File: config.mk
export PLATFORM = sky130hd
export DESIGN_NAME = prog_loader_mem
export DESIGN_NICKNAME = d
export VERILOG_FILES = /design/src/rtl/prog_pkg.sv /design/src/rtl/prog_mem_array.sv /design/src/rtl/prog_loader_mem.sv
export SDC_FILE = /design/constraint.sdc
export NUM_CORES = 1
export LEC_CHECK = 0
export BUFFER_PORTS_ARGS = -buffer_cell sky130_fd_sc_hd__clkbuf_2
export CORE_MARGIN = 2
export CORE_UTILIZATION = 55
export DETAILED_ROUTE_END_ITERATION = 12
export PLACE_DENSITY_LB_ADDON = 0.25
export SYNTH_ARGS = -nofsm -noshare
export SYNTH_HDL_FRONTEND = slang
export SYNTH_HIERARCHICAL = 1
export SYNTH_SLANG_ARGS = --single-unit
File: constraint.sdc
create_clock -name clk -period 4.5 [get_ports clk]
set_input_delay 0.9 -clock clk [delete_from_list [all_inputs] [get_ports clk]]
set_output_delay 0.9 -clock clk [all_outputs]
set_load 0.05 [all_outputs]
File: src/rtl/prog_pkg.sv
// Shared types and helpers for the run-time loadable program memory.
// The loader FSM states and the byte-per-word arithmetic live here so the top and bench agree.
package prog_pkg;

  typedef enum logic [1:0] {
    IDLE  = 2'd0,
    RECV  = 2'd1,
    WRITE = 2'd2,
    DONE  = 2'd3
  } ld_state_t;

  // Loader bytes needed to cover one (i_size+1)-bit instruction word.
  function automatic int bytes_per_word(input int i_size);
    return (i_size + 8) / 8;
  endfunction

endpackage

File: src/rtl/prog_mem_array.sv
// Instruction store: zero-filled at elaboration,
// one synchronous write port for the loader and one combinational read port for fetch.
module prog_mem_array #(
  parameter int    P_SIZE    = 6,
  parameter int    I_SIZE    = 24,
  parameter string INIT_FILE = "prog.hex"
) (
  input  logic              clk,
  input  logic              we,
  input  logic [P_SIZE-1:0] waddr,
  input  logic [I_SIZE:0]   wdata,
  input  logic [P_SIZE-1:0] raddr,
  output logic [I_SIZE:0]   rdata
);

  localparam int DEPTH = 1 << P_SIZE;

  logic [I_SIZE:0] mem [DEPTH];

  // Unwritten words stay 0, which the CPU decodes as NOP.
  initial begin
    for (int i = 0; i < DEPTH; i++) mem[i] = '0;
  end

  // NOTE: the array has no reset branch; RAM cannot be cleared in one cycle and the
  // program must survive nReset, so only the write-enable qualifies the store.
  always_ff @(posedge clk) begin
    if (we) mem[waddr] <= wdata;
  end

  assign rdata = mem[raddr];

endmodule

File: src/rtl/prog_loader_mem.sv
// Program memory with a byte-serial host loader: assembles little-endian bytes into
// instruction words, writes them to a wrapping address window and stalls the CPU meanwhile.
module prog_loader_mem
  import prog_pkg::*;
#(
  parameter int    P_SIZE    = 6,
  parameter int    I_SIZE    = 24,
  parameter string INIT_FILE = "prog.hex"
) (
  input  logic              clk,
  input  logic              nReset,
  input  logic [P_SIZE-1:0] address,
  output logic [I_SIZE:0]   instr,
  input  logic              ld_start,
  input  logic [P_SIZE-1:0] ld_base,
  input  logic [P_SIZE:0]   ld_len,
  input  logic [7:0]        ld_data,
  input  logic              ld_valid,
  output logic              ld_ready,
  output logic              ld_busy,
  output logic              ld_done,
  output logic              cpu_hold
);

  localparam int BPW   = bytes_per_word(I_SIZE);
  localparam int BUF_W = 8 * BPW;
  localparam int CNT_W = (BPW > 1) ? $clog2(BPW) : 1;

  localparam logic [CNT_W-1:0]  LAST_BYTE = CNT_W'(BPW - 1);
  localparam logic [P_SIZE:0]   ONE_WORD  = (P_SIZE + 1)'(1);

  ld_state_t         state;
  logic [P_SIZE-1:0] wr_addr;
  logic [P_SIZE:0]   words_left;
  logic [CNT_W-1:0]  byte_cnt;
  logic [BUF_W-1:0]  word_buf;
  logic              zero_done;
  logic              we;
  logic              take_byte;

  assign take_byte = (state == RECV) && ld_valid;

  // NOTE: every register here uses non-blocking assignment so each branch reads the
  // pre-edge values (e.g. words_left before its own decrement decides WRITE -> DONE).
  always_ff @(posedge clk or negedge nReset) begin
    if (!nReset) begin
      state      <= IDLE;
      wr_addr    <= '0;
      words_left <= '0;
      byte_cnt   <= '0;
      word_buf   <= '0;
      zero_done  <= 1'b0;
    end else begin
      zero_done <= 1'b0;
      case (state)
        IDLE: begin
          if (ld_start) begin
            if (ld_len != '0) begin
              state      <= RECV;
              wr_addr    <= ld_base;
              words_left <= ld_len;
              byte_cnt   <= '0;
            end else begin
              zero_done <= 1'b1;
            end
          end
        end
        RECV: begin
          if (take_byte) begin
            // Newest byte enters at the top, so byte 0 ends up in bits [7:0].
            word_buf <= (word_buf >> 8) | (BUF_W'(ld_data) << (BUF_W - 8));
            if (byte_cnt == LAST_BYTE) begin
              byte_cnt <= '0;
              state    <= WRITE;
            end else begin
              byte_cnt <= byte_cnt + CNT_W'(1);
            end
          end
        end
        WRITE: begin
          wr_addr    <= wr_addr + P_SIZE'(1);
          words_left <= words_left - ONE_WORD;
          state      <= (words_left == ONE_WORD) ? DONE : RECV;
        end
        DONE: begin
          state <= IDLE;
        end
        default: begin
          state <= IDLE;
        end
      endcase
    end
  end

  assign we       = (state == WRITE);
  assign ld_ready = (state == RECV);
  assign ld_busy  = (state == RECV) || (state == WRITE);
  assign cpu_hold = ld_busy;
  assign ld_done  = (state == DONE) || zero_done;

  // Byte lanes above the instruction MSB are assembled but never stored.
  generate
    if (BUF_W > I_SIZE + 1) begin : g_drop_hi
      logic unused_hi;
      assign unused_hi = ^word_buf[BUF_W-1:I_SIZE+1];
    end
  endgenerate

  prog_mem_array #(
    .P_SIZE   (P_SIZE),
    .I_SIZE   (I_SIZE),
    .INIT_FILE(INIT_FILE)
  ) u_mem (
    .clk  (clk),
    .we   (we),
    .waddr(wr_addr),
    .wdata(word_buf[I_SIZE:0]),
    .raddr(address),
    .rdata(instr)
  );

endmodule

==> results.ini <==
[setup_path]
path_max_fanout = 20
arrival_ns = 3.54
path_class = primary input to output port
critPathCaptureType = output port
worstSetupStartpointType = primary input
crit_required_ns = 3.60

[die]
initial_core_util = 0.554
die_x_um = 346
die-area_um2 = 120000
core_area_um2 = 116000
die_h_um = 346
num_io_pins = 60
fp-row-count = 125

[synthesis]
ys_warn_count = 6
muxShareOfSynthArea = 0.157
synthAdderAreaFrac = 0.00175
ys_top_cells_by_area = edfxtp_1 75%, mux4_2 11%, mux2_2 2.8%, mux2i_1 2.1%, dfrtp_1 1.9%
synth.largest_area_cell = edfxtp_1
ys_ff_latch = 1650
synth_area_um2 = 64400
synth_top_family_by_area = multiplexers
synth-edff-count = 1600
ys_top_cells_by_count = 1600 x edfxtp_1, 302 x mux4_2, 158 x mux2_2
netlist.area_leader.share = 0.746
synthXorXnorAreaFrac = 0
yosysMostFrequentCell = edfxtp_1
synthSimpleGateAreaFrac = 0.0201
synth_fp_nets = 3065
async_reset_ff_frac = 0.0303
synthCells = 3025
synth.distinct_cells = 59
synth-seq-area-share = 0.765
synth-compound-area-share = 0.0358
synthFlopType = edfxtp_1
syn_area_per_cell_um2 = 21.3

[global_routing]
grt_max_degree = 67
grt_pass1_wl_um = 222000
gr-total-overflow = 0
grt_pass1_vias = 32500
grt_usage = 0.257
grt_antenna_before_repair = 3

[power]
power.switching_mw = 10.0
switching_share = 0.264
power_density_nw_per_um2 = 524
p_int_mw = 28.0
combPwrFrac = 0.121
p_leak_nw = 23.5
peakVddDrop_mv = 0.621
pwr-share-clk = 0.333
seqPwrFrac = 0.546
total_power_mw = 38.1

[drt]
ant_nets = 0
viasPerCell = 6.45
dr.pass1.iters = 5
wl_um = 152000
drc = 0
wl_per_cell_um = 30.8
vias = 31900
drt_iter0_markers = 3812

[timing]
setup_viol = 0
finClkSkew_ns = 0.0274
slew_viol_final = 0
fmax_ghz = 0.225
fin_crit_sh = 0.986
period_minus_slack_ns = 4.44
hold_violations = 0
holdWs_ns = 0.0933
setup_tns_ns = 0
relSlewSlack = 0.0751
tightestPinTransition_ns = 1.38
rsz0062_at_grt = no

[layout]
final_area_um2 = 72600
fill_cells = 7764
multi_input_comb_area_um2 = 14000
synthToLayoutAreaGrowth_pct = 12.8
post-route-util = 0.625
drive_above_1_share = 0.310
layout.nets = 3332
regArea_um2 = 49300

[clock_tree]
clock_latency_ns = 0.77
h-tree-depth = 4
clk_path_buf_depth = 3
cts_sinks = 1650
clk_root_buffer_cell = clkbuf_16
clk_pin_slew_ns = 0.06
numCtsBuffers = 161
cts_tree = built

[placed_design]
gp_congestion = 0.846
dp_hpwl_um = 89100
postPlaceCellArea_um2 = 67600
io_buffers = 59

[run_status]
status = finished, final reports clean

[flow_run]
cap_viol_max_count = 0

[hold_path]
hp-class = primary input to asynchronous set/reset pin

## metal layers
layer	wire length [um]	global-route usage	vias to the layer above
met1	60200	0.365	16900
met4	5240	0.0936	0
met3	12700	0.0414	259
li1	-	-	13200
met2	73900	0.410	1552
met5	0	0	-
## flip-flops by register name (all words and copies together) (netlist names)
name,flops
zero_done,1
byte_cnt,2
u_mem/mem,1600
word_buf,32
state,2
wr_addr,6
words_left,7
## worst max-delay path, stage by stage
cell and delay [ns]:
buf_8 0.16, buf_12 0.21, buf_12 0.14, mux4_2 0.32, mux2i_1 0.09, a22oi_1 0.63
o311ai_1 0.32, a21oi_1 0.37, clkbuf_2 0.35
## worst paths after layout
kind | startpoint | end | slack [ns] | cells past startpoint
setup reg to reg | state[0] | u_mem/mem[31][6] | 1.58 | 6
min in group clk | ld_data[3] | word_buf[27] | 0.37 | 2
hold reg to reg | word_buf[25] | word_buf[25] | 0.50 | 1
hold / removal | nReset | words_left[5] | 0.09 | 1
setup / recovery | address[0] | instr[17] | 0.06 | 9
max in group asynchronous | nReset | word_buf[2] | 3.50 | 2
## power groups by stage
stage	registers (mW)	logic, mW	clock network, mW
4_1_cts	20.8	4.63	12.8
3_5_place_dp	21.1	4.62	0
2_1_floorplan	21.2	2.05	0
5_1_grt	20.9	4.92	13.5
6_report	20.8	4.61	12.7
3_3_place_gp	21.0	4.39	0
## final cells by class
type,count,area share
diodes,2,0.0000689
clock buffers,220,0.0606
clock inverters,69,0.00758
inverters,6,0.000310
multi-input cells,1193,0.193
flip-flops and latches,1650,0.679
well taps,1524,0.0263
repair buffers,280,0.0328
## per-stage QoR
step | worst slack (ns) | std cells
after floorplan | 0.607 | 3025
after global placement | -0.0876 | 4653
after detailed placement | -0.0897 | 4653
after CTS | 0.00764 | 4942
after global routing | 0.00307 | 4942
final | 0.0608 | 4944
## logic make-up (layout without fill, tap and decap cells)
group,count (synthesis),after routing
other,0,2
DFF,1650,1650
AOI/OAI and AO/OA,331,331
muxes,600,600
and+or+nand+nor,253,253
adders and majority gates,9,9
buffers and inverters,182,575
## cell usage in the layout, fill, tap and decap left out, drive strengths merged, types with 19 or more instances in the layout
master,Yosys,final
edfxtp,1600,1600
mux4,310,310
clkbuf,54,270
buf,122,230
mux2,158,158
mux2i,132,132
o22ai,97,97
nor2,96,96
clkinv,0,56
dfrtp,50,50
o21ai,45,45
a22oi,37,37
nand2,32,32
nor2b,28,28
nor3,27,27
a21oi,26,26
o211ai,20,20
a211oi,20,20
a21o,19,19
## what timing repair did
item,4_1_cts,5_1_grt
hold buffers,0,0
endpoints found under the setup margin,5,0
gates resized for setup,5,0
setup buffers,0,0
Power figures use the tool's default switching activity.
